## src/rtl/psg_array_pkg.sv

```systemverilog
// rtl/psg_array_pkg.sv - shared constants for the multi-PSG sound block
package psg_array_pkg;

    localparam int STEREO_ABC  = 0;
    localparam int STEREO_ACB  = 1;
    localparam int STEREO_MONO = 2;

    localparam int       CMD_BIT  = 7;
    localparam logic [2:0] CMD_TAG = 3'b111;
    localparam int       EN_L_BIT = 6;
    localparam int       EN_R_BIT = 5;

    localparam int MIX_W = 11;

endpackage

```

## src/rtl/jt49_bus.sv

```systemverilog
// rtl/jt49_bus.sv - AY-compatible register file and channel level outputs
// Compact stand-in: channel levels follow the 4-bit amplitude registers directly.
module jt49_bus (
    input  logic       rst_n,
    input  logic       clk,
    input  logic       clk_en,
    input  logic       bdir,
    input  logic       bc1,
    input  logic [7:0] din,
    input  logic       sel,
    output logic [7:0] dout,
    output logic [7:0] a,
    output logic [7:0] b,
    output logic [7:0] c
);

    logic [7:0] regs [16];
    logic [3:0] addr;
    logic       unused_ok;

    assign unused_ok = ^{clk_en, sel};

    always_ff @(posedge clk or negedge rst_n) begin
        if (!rst_n) begin
            addr <= '0;
            for (int i = 0; i < 16; i++) regs[i] <= '0;
        end else if (bdir && bc1) begin
            addr <= din[3:0];
        end else if (bdir && !bc1) begin
            regs[addr] <= din;
        end
    end

    assign dout = regs[addr];
    assign a    = {regs[8][3:0],  regs[8][3:0]};
    assign b    = {regs[9][3:0],  regs[9][3:0]};
    assign c    = {regs[10][3:0], regs[10][3:0]};

endmodule

```

## src/rtl/psg_mixer.sv

```systemverilog
// rtl/psg_mixer.sv - two-stage ce-paced stereo mixer over CHIPS PSGs
module psg_mixer
    import psg_array_pkg::*;
#(
    parameter int CHIPS  = 2,
    parameter int STEREO = 0
) (
    input  logic                 clk,
    input  logic                 rst_n,
    input  logic                 ce,
    input  logic [8*CHIPS-1:0]   a,
    input  logic [8*CHIPS-1:0]   b,
    input  logic [8*CHIPS-1:0]   c,
    input  logic [CHIPS-1:0]     en_l,
    input  logic [CHIPS-1:0]     en_r,
    output logic [MIX_W-1:0]     left,
    output logic [MIX_W-1:0]     right
);

    logic [9:0]       mono3 [CHIPS];
    logic [8:0]       nl    [CHIPS];
    logic [8:0]       nr    [CHIPS];
    logic [8:0]       l1    [CHIPS];
    logic [8:0]       r1    [CHIPS];
    logic [MIX_W-1:0] sum_l;
    logic [MIX_W-1:0] sum_r;

    always_comb begin
        for (int i = 0; i < CHIPS; i++) begin
            mono3[i] = 10'(a[8*i +: 8]) + 10'(b[8*i +: 8]) + 10'(c[8*i +: 8]);
            if (STEREO == STEREO_MONO) begin
                nl[i] = mono3[i][9:1];
                nr[i] = mono3[i][9:1];
            end else if (STEREO == STEREO_ACB) begin
                nl[i] = 9'(a[8*i +: 8]) + 9'(c[8*i+1 +: 7]);
                nr[i] = 9'(b[8*i +: 8]) + 9'(c[8*i+1 +: 7]);
            end else begin
                nl[i] = 9'(a[8*i +: 8]) + 9'(b[8*i+1 +: 7]);
                nr[i] = 9'(c[8*i +: 8]) + 9'(b[8*i+1 +: 7]);
            end
            if (!en_l[i]) nl[i] = '0;
            if (!en_r[i]) nr[i] = '0;
        end
    end

    always_ff @(posedge clk or negedge rst_n) begin
        if (!rst_n) begin
            for (int i = 0; i < CHIPS; i++) begin
                l1[i] <= '0;
                r1[i] <= '0;
            end
        end else if (ce) begin
            for (int i = 0; i < CHIPS; i++) begin
                l1[i] <= nl[i];
                r1[i] <= nr[i];
            end
        end
    end

    // 4 x 382 fits in MIX_W bits, so the sum never wraps
    always_comb begin
        sum_l = '0;
        sum_r = '0;
        for (int i = 0; i < CHIPS; i++) begin
            sum_l = sum_l + MIX_W'(l1[i]);
            sum_r = sum_r + MIX_W'(r1[i]);
        end
    end

    always_ff @(posedge clk or negedge rst_n) begin
        if (!rst_n) begin
            left  <= '0;
            right <= '0;
        end else if (ce) begin
            left  <= sum_l;
            right <= sum_r;
        end
    end

endmodule

```

## src/rtl/psg_array.sv

```systemverilog
// rtl/psg_array.sv - 1..4 PSGs behind one AY bus with select/pan command and stereo mix
module psg_array
    import psg_array_pkg::*;
#(
    parameter int CHIPS  = 2,
    parameter int STEREO = 0
) (
    input  logic                 clock,
    input  logic                 reset,
    input  logic                 ce,
    input  logic                 bdir,
    input  logic                 bc1,
    input  logic [7:0]           d,
    output logic [7:0]           q,
    output logic [8*CHIPS-1:0]   a,
    output logic [8*CHIPS-1:0]   b,
    output logic [8*CHIPS-1:0]   c,
    output logic [MIX_W-1:0]     left,
    output logic [MIX_W-1:0]     right
);

    logic             cmd;
    logic [1:0]       idx;
    logic             valid;
    logic [1:0]       sel;
    logic [CHIPS-1:0] en_l;
    logic [CHIPS-1:0] en_r;
    logic [7:0]       dout [CHIPS];

    assign cmd   = bdir & bc1 & d[CMD_BIT] & (d[4:2] == CMD_TAG);
    assign idx   = ~d[1:0];
    assign valid = cmd && (32'(idx) < CHIPS);

    always_ff @(posedge clock or negedge reset) begin
        if (!reset) begin
            sel  <= '0;
            en_l <= '1;
            en_r <= '1;
        end else if (valid) begin
            sel <= idx;
            for (int i = 0; i < CHIPS; i++) begin
                if (idx == 2'(i)) begin
                    en_l[i] <= d[EN_L_BIT];
                    en_r[i] <= d[EN_R_BIT];
                end
            end
        end
    end

    // routing looks at the pre-update sel; command cycles never reach a chip
    for (genvar i = 0; i < CHIPS; i++) begin : g_chip
        logic chip_bdir;
        logic chip_bc1;

        assign chip_bdir = (sel == 2'(i)) & ~cmd & bdir;
        assign chip_bc1  = (sel == 2'(i)) & ~cmd & bc1;

        jt49_bus u_psg (
            .rst_n  (reset),
            .clk    (clock),
            .clk_en (ce),
            .bdir   (chip_bdir),
            .bc1    (chip_bc1),
            .din    (d),
            .sel    (1'b0),
            .dout   (dout[i]),
            .a      (a[8*i +: 8]),
            .b      (b[8*i +: 8]),
            .c      (c[8*i +: 8])
        );
    end

    always_comb begin
        q = '0;
        for (int i = 0; i < CHIPS; i++) begin
            if (sel == 2'(i)) q = dout[i];
        end
    end

    psg_mixer #(
        .CHIPS  (CHIPS),
        .STEREO (STEREO)
    ) u_mixer (
        .clk   (clock),
        .rst_n (reset),
        .ce    (ce),
        .a     (a),
        .b     (b),
        .c     (c),
        .en_l  (en_l),
        .en_r  (en_r),
        .left  (left),
        .right (right)
    );

endmodule

```

## config.mk

```make
export PLATFORM = sky130hd
export DESIGN_NAME = psg_array
export DESIGN_NICKNAME = d
export VERILOG_FILES = /design/src/rtl/psg_array_pkg.sv /design/src/rtl/jt49_bus.sv /design/src/rtl/psg_mixer.sv /design/src/rtl/psg_array.sv
export SDC_FILE = /design/constraint.sdc
export NUM_CORES = 1
export LEC_CHECK = 0
export ABC_AREA = 1
export ABC_CLOCK_PERIOD_IN_PS = 1900
export BUFFER_PORTS_ARGS = -buffer_cell sky130_fd_sc_hd__clkbuf_2
export CAP_MARGIN = 20
export CELL_PAD_IN_SITES_DETAIL_PLACEMENT = 0
export CELL_PAD_IN_SITES_GLOBAL_PLACEMENT = 2
export CORE_MARGIN = 4
export CORE_UTILIZATION = 37
export CTS_BUF_LIST = sky130_fd_sc_hd__clkbuf_2 sky130_fd_sc_hd__clkbuf_4 sky130_fd_sc_hd__clkbuf_8
export CTS_CLUSTER_DIAMETER = 120
export DETAILED_ROUTE_END_ITERATION = 10
export PLACE_DENSITY = 0.84
export SYNTH_ARGS = -nofsm -noshare
export SYNTH_HDL_FRONTEND = slang
export SYNTH_SLANG_ARGS = --single-unit
```

## constraint.sdc

```tcl
create_clock -name clock -period 1.9 [get_ports clock]
set_input_delay 0.38 -clock clock [delete_from_list [all_inputs] [get_ports clock]]
set_output_delay 0.38 -clock clock [all_outputs]
set_load 0.03 [all_outputs]
```

==> results.ini <==
[synthesis]
ys_seq_area_share_pct = 46.66
synth_simple_gate_area_share_pct = 30.86
async_flop_share_pct = 100.0
synthesis.area_um2 = 17490
synth_compound_area_share_pct = 11.84
synth_top_area_share_pct = 46.06
synth_seq_cells = 326
ys.flop_type = dfrtp_1
synth_area_leader_cell = dfrtp_1
synth_warnings = 0
avgSynthCellArea_um2 = 7.249
synthCells = 2413
synth_area_leaders = dfrtp_1 (46%), nand2_1 (25%), o21ai_0 (9.8%)
synth_top_family_by_area = simple AND/OR/NAND/NOR gates
synth_common_cells = nand2_1 (1184), o21ai_0 (341), dfrtp_1 (322), nand3_1 (106), inv_1 (98)
synth.distinct_cells = 36
synth_edf_count = 0
synth_fa_ha_area_share_pct = 3.119
synth.most_common_cell = nand2_1
synth-xor-area-share_pct = 0.2503
synthMuxAreaShare_pct = 0

[critical_path]
start_kind = register
crit_fanout = 6
arrival_ns = 2.42
end_kind = output pin
crit_type = reg -> out
critical_path_required_ns = 1.52

[pwr]
vdd_drop_max_uv = 557.2
leakage_nw = 11.62
power_density_nw_per_um2 = 1133
p_total_mw = 24.67

[global_route]
first_global_vias = 15994
grt_first_pass_wirelength_mm = 91.44
track_usage_pct = 22.97
antenna_found_initial = 1
grt-busiest-layer = met2
use_met3_pct = 4.754
grt_util_met1_pct = 32.86
grtUsageMet2_pct = 35.75
overflow = 0
grt_max_degree = 57

[sta]
period_share_pct = 147.5
slew_headroom_pct = 62.60
worst_pin_slew_ns = 0.5604
hold_viol = 0
fin_skew_ns = 0.01923
finalSetupViolCount = 8
finalWorstSetupSlack_ns = -0.9019
rsz0062_at_grt = yes
fmax_ghz = 0.3569
slew_viol_final = 0
fin_crit_ns = 2.802

[detailed_routing]
vias = 16504
detail-route-antenna-nets = 0
wire_per_inst_um = 17.87
drt_iter0_markers = 1254
drc_errors = 0
dr.pass1.iters = 7
finalWirelength_mm = 58.48
post_drt_via_cell_ratio = 5.042

[final_layout]
fin_nets = 2676
drive_above_1_share_pct = 21.01
post-route-util_pct = 46.68
n_fill_cell = 4712
antennaDiodeCount = 0
area_delta_synth_final_pct = 24.49

[run]
drv_cap = 0

[floorplanning]
start_util_pct = 37.49
dieArea_um2 = 50820
num_rows = 79
ios = 91
die-height_um = 225.4
design.core.area_um2 = 46650
die_w_um = 225.4

[placement]
hpwl_mm = 39.57
port-buffer-count = 88
gp_congestion = 0.8677
pre_cts_ws_ns = -0.4124

[clock_tree]
clk_pin_slew_ns = 0.06
clkSinkCount = 326
cts-buffers-inserted = 59
cts_tree = yes
cts_htree_levels = 2
cts_buffer_depth = 3
clock_latency_ns = 0.67
root_buffer = clkbuf_8

[run_status]
violations = setup timing
status = finished, violations left

[worst_hold_path]
hold_class = in -> reg

-- path summary, 6_finish.rpt --
kind                                    startpoint                        to  slack, ns  cells past startpoint
setup / recovery           g_chip[1].u_psg.addr[0]                      q[1]      -0.90                     13
hold / removal                                d[5]  g_chip[1].u_psg.regs[85]       0.23                      4
setup reg to reg           g_chip[1].u_psg.addr[0]  g_chip[1].u_psg.regs[97]       0.01                      9
hold reg to reg                   u_mixer.right[0]          u_mixer.right[0]       0.48                      2
max in group asynchronous                    reset  g_chip[1].u_psg.regs[99]       0.95                      3
min in group asynchronous                    reset          u_mixer.right[3]       0.25                      2
-- kinds of logic (layout without fill, tap and decap cells) --
logic type / count (synthesis) / count (layout)
flip-flops: 326 / 326
other: 1 / 2
buffers and inverters: 269 / 521
AO/OA/AOI/OAI: 404 / 404
adder cells (fa/ha/maj): 40 / 40
XOR/XNOR: 5 / 5
AND/OR/NAND/NOR: 1368 / 1368
-- metrics by stage --
stage	TNS, ns	instance area, um^2	std cells	hold WS, ns
global route	-8.692	21780	3273	0.2124
global placement	-9.970	19670	3147	0.3400
detailed placement	-8.911	19670	3147	0.3437
CTS	-7.499	21460	3266	0.1819
finish	-6.897	21780	3273	0.2328
floorplan	0	17500	2414	0.08441
-- power by group --
group | internal, mW | switching [mW] | total (mW)
combinational | 3.25 | 5.46 | 8.70
clock | 3.92 | 3.08 | 7.00
sequential | 8.19 | 0.780 | 8.97
total | 15.3 | 9.32 | 24.7
-- state kept, by name, summed over array words and instances, names as in the netlist, 8 cells and up --
| name | cells |
|---|---|
| u_mixer.r1 | 18 |
| u_mixer.l1 | 18 |
| g_chip.u_psg.c | 8 |
| g_chip.u_psg.regs | 232 |
| u_mixer.left | 10 |
| u_mixer.right | 10 |
| g_chip.u_psg.a | 8 |
| g_chip.u_psg.addr | 8 |
| g_chip.u_psg.b | 8 |
-- layout make-up --
type / count / area [um^2] / share of cell area, %
clock buffers: 94 / 1144 / 5.251
clock inverters: 10 / 82.58 / 0.3792
well taps: 607 / 759.5 / 3.488
repair buffers: 315 / 2785 / 12.79
multi-input cells: 1819 / 8453 / 38.82
inverters: 102 / 387.9 / 1.781
flip-flops and latches: 326 / 8165 / 37.50
-- per-layer routing --
metal | vias to the layer above | wire length, um
met2 | 427 | 26290
li1 | 8077 | -
met1 | 7901 | 27150
met5 | - | 0
met4 | 0 | 1285
met3 | 99 | 3744
-- cell usage in the layout, fill, tap and decap left out, types with 5 or more instances in the layout --
cell type | Yosys | routed
clkbuf_8 | 0 | 70
dfrtp_1 | 322 | 320
a21oi_1 | 31 | 31
inv_2 | 2 | 8
xnor2_1 | 5 | 5
o211ai_1 | 7 | 7
nand4_1 | 6 | 6
clkinv_2 | 0 | 6
nor2_2 | 16 | 16
o21ai_2 | 0 | 10
nand3b_1 | 5 | 5
o21ai_1 | 11 | 35
nor2_1 | 39 | 27
fa_1 | 6 | 5
nand2_2 | 2 | 73
buf_6 | 1 | 10
nand2_1 | 1184 | 1106
nor2_4 | 2 | 14
nand2_4 | 1 | 7
o21ai_0 | 341 | 306
buf_12 | 0 | 29
o21a_1 | 6 | 6
buf_4 | 54 | 179
buf_8 | 0 | 10
ha_1 | 34 | 34
buf_16 | 0 | 7
clkbuf_2 | 0 | 77
clkbuf_4 | 0 | 24
inv_1 | 98 | 91
nand3_1 | 106 | 106
-- timing repair --
| action | in CTS | in global routing |
|---|---|---|
| endpoints found under the setup margin | 53 | 228 |
| pin swaps | 38 | 45 |
| hold endpoints to repair | 63 | 0 |
| resized for setup | 102 | 112 |
| setup buffers | 7 | 9 |
| cloned | 8 | 0 |
| hold buffers | 1 | 0 |
-- worst max-delay path, cell delays in order (launching register included) --
cell and delay, ns:
dfrtp_2 0.46, buf_6 0.15, buf_6 0.13, buf_16 0.15, nand2_4 0.05, nand2_2 0.04, nand2_2 0.05, nand2_2 0.07
nand2_2 0.07, nand2_1 0.06, o21ai_1 0.13, buf_4 0.15, nand2_4 0.07, buf_8 0.14
Power figures use the tool's default switching activity.
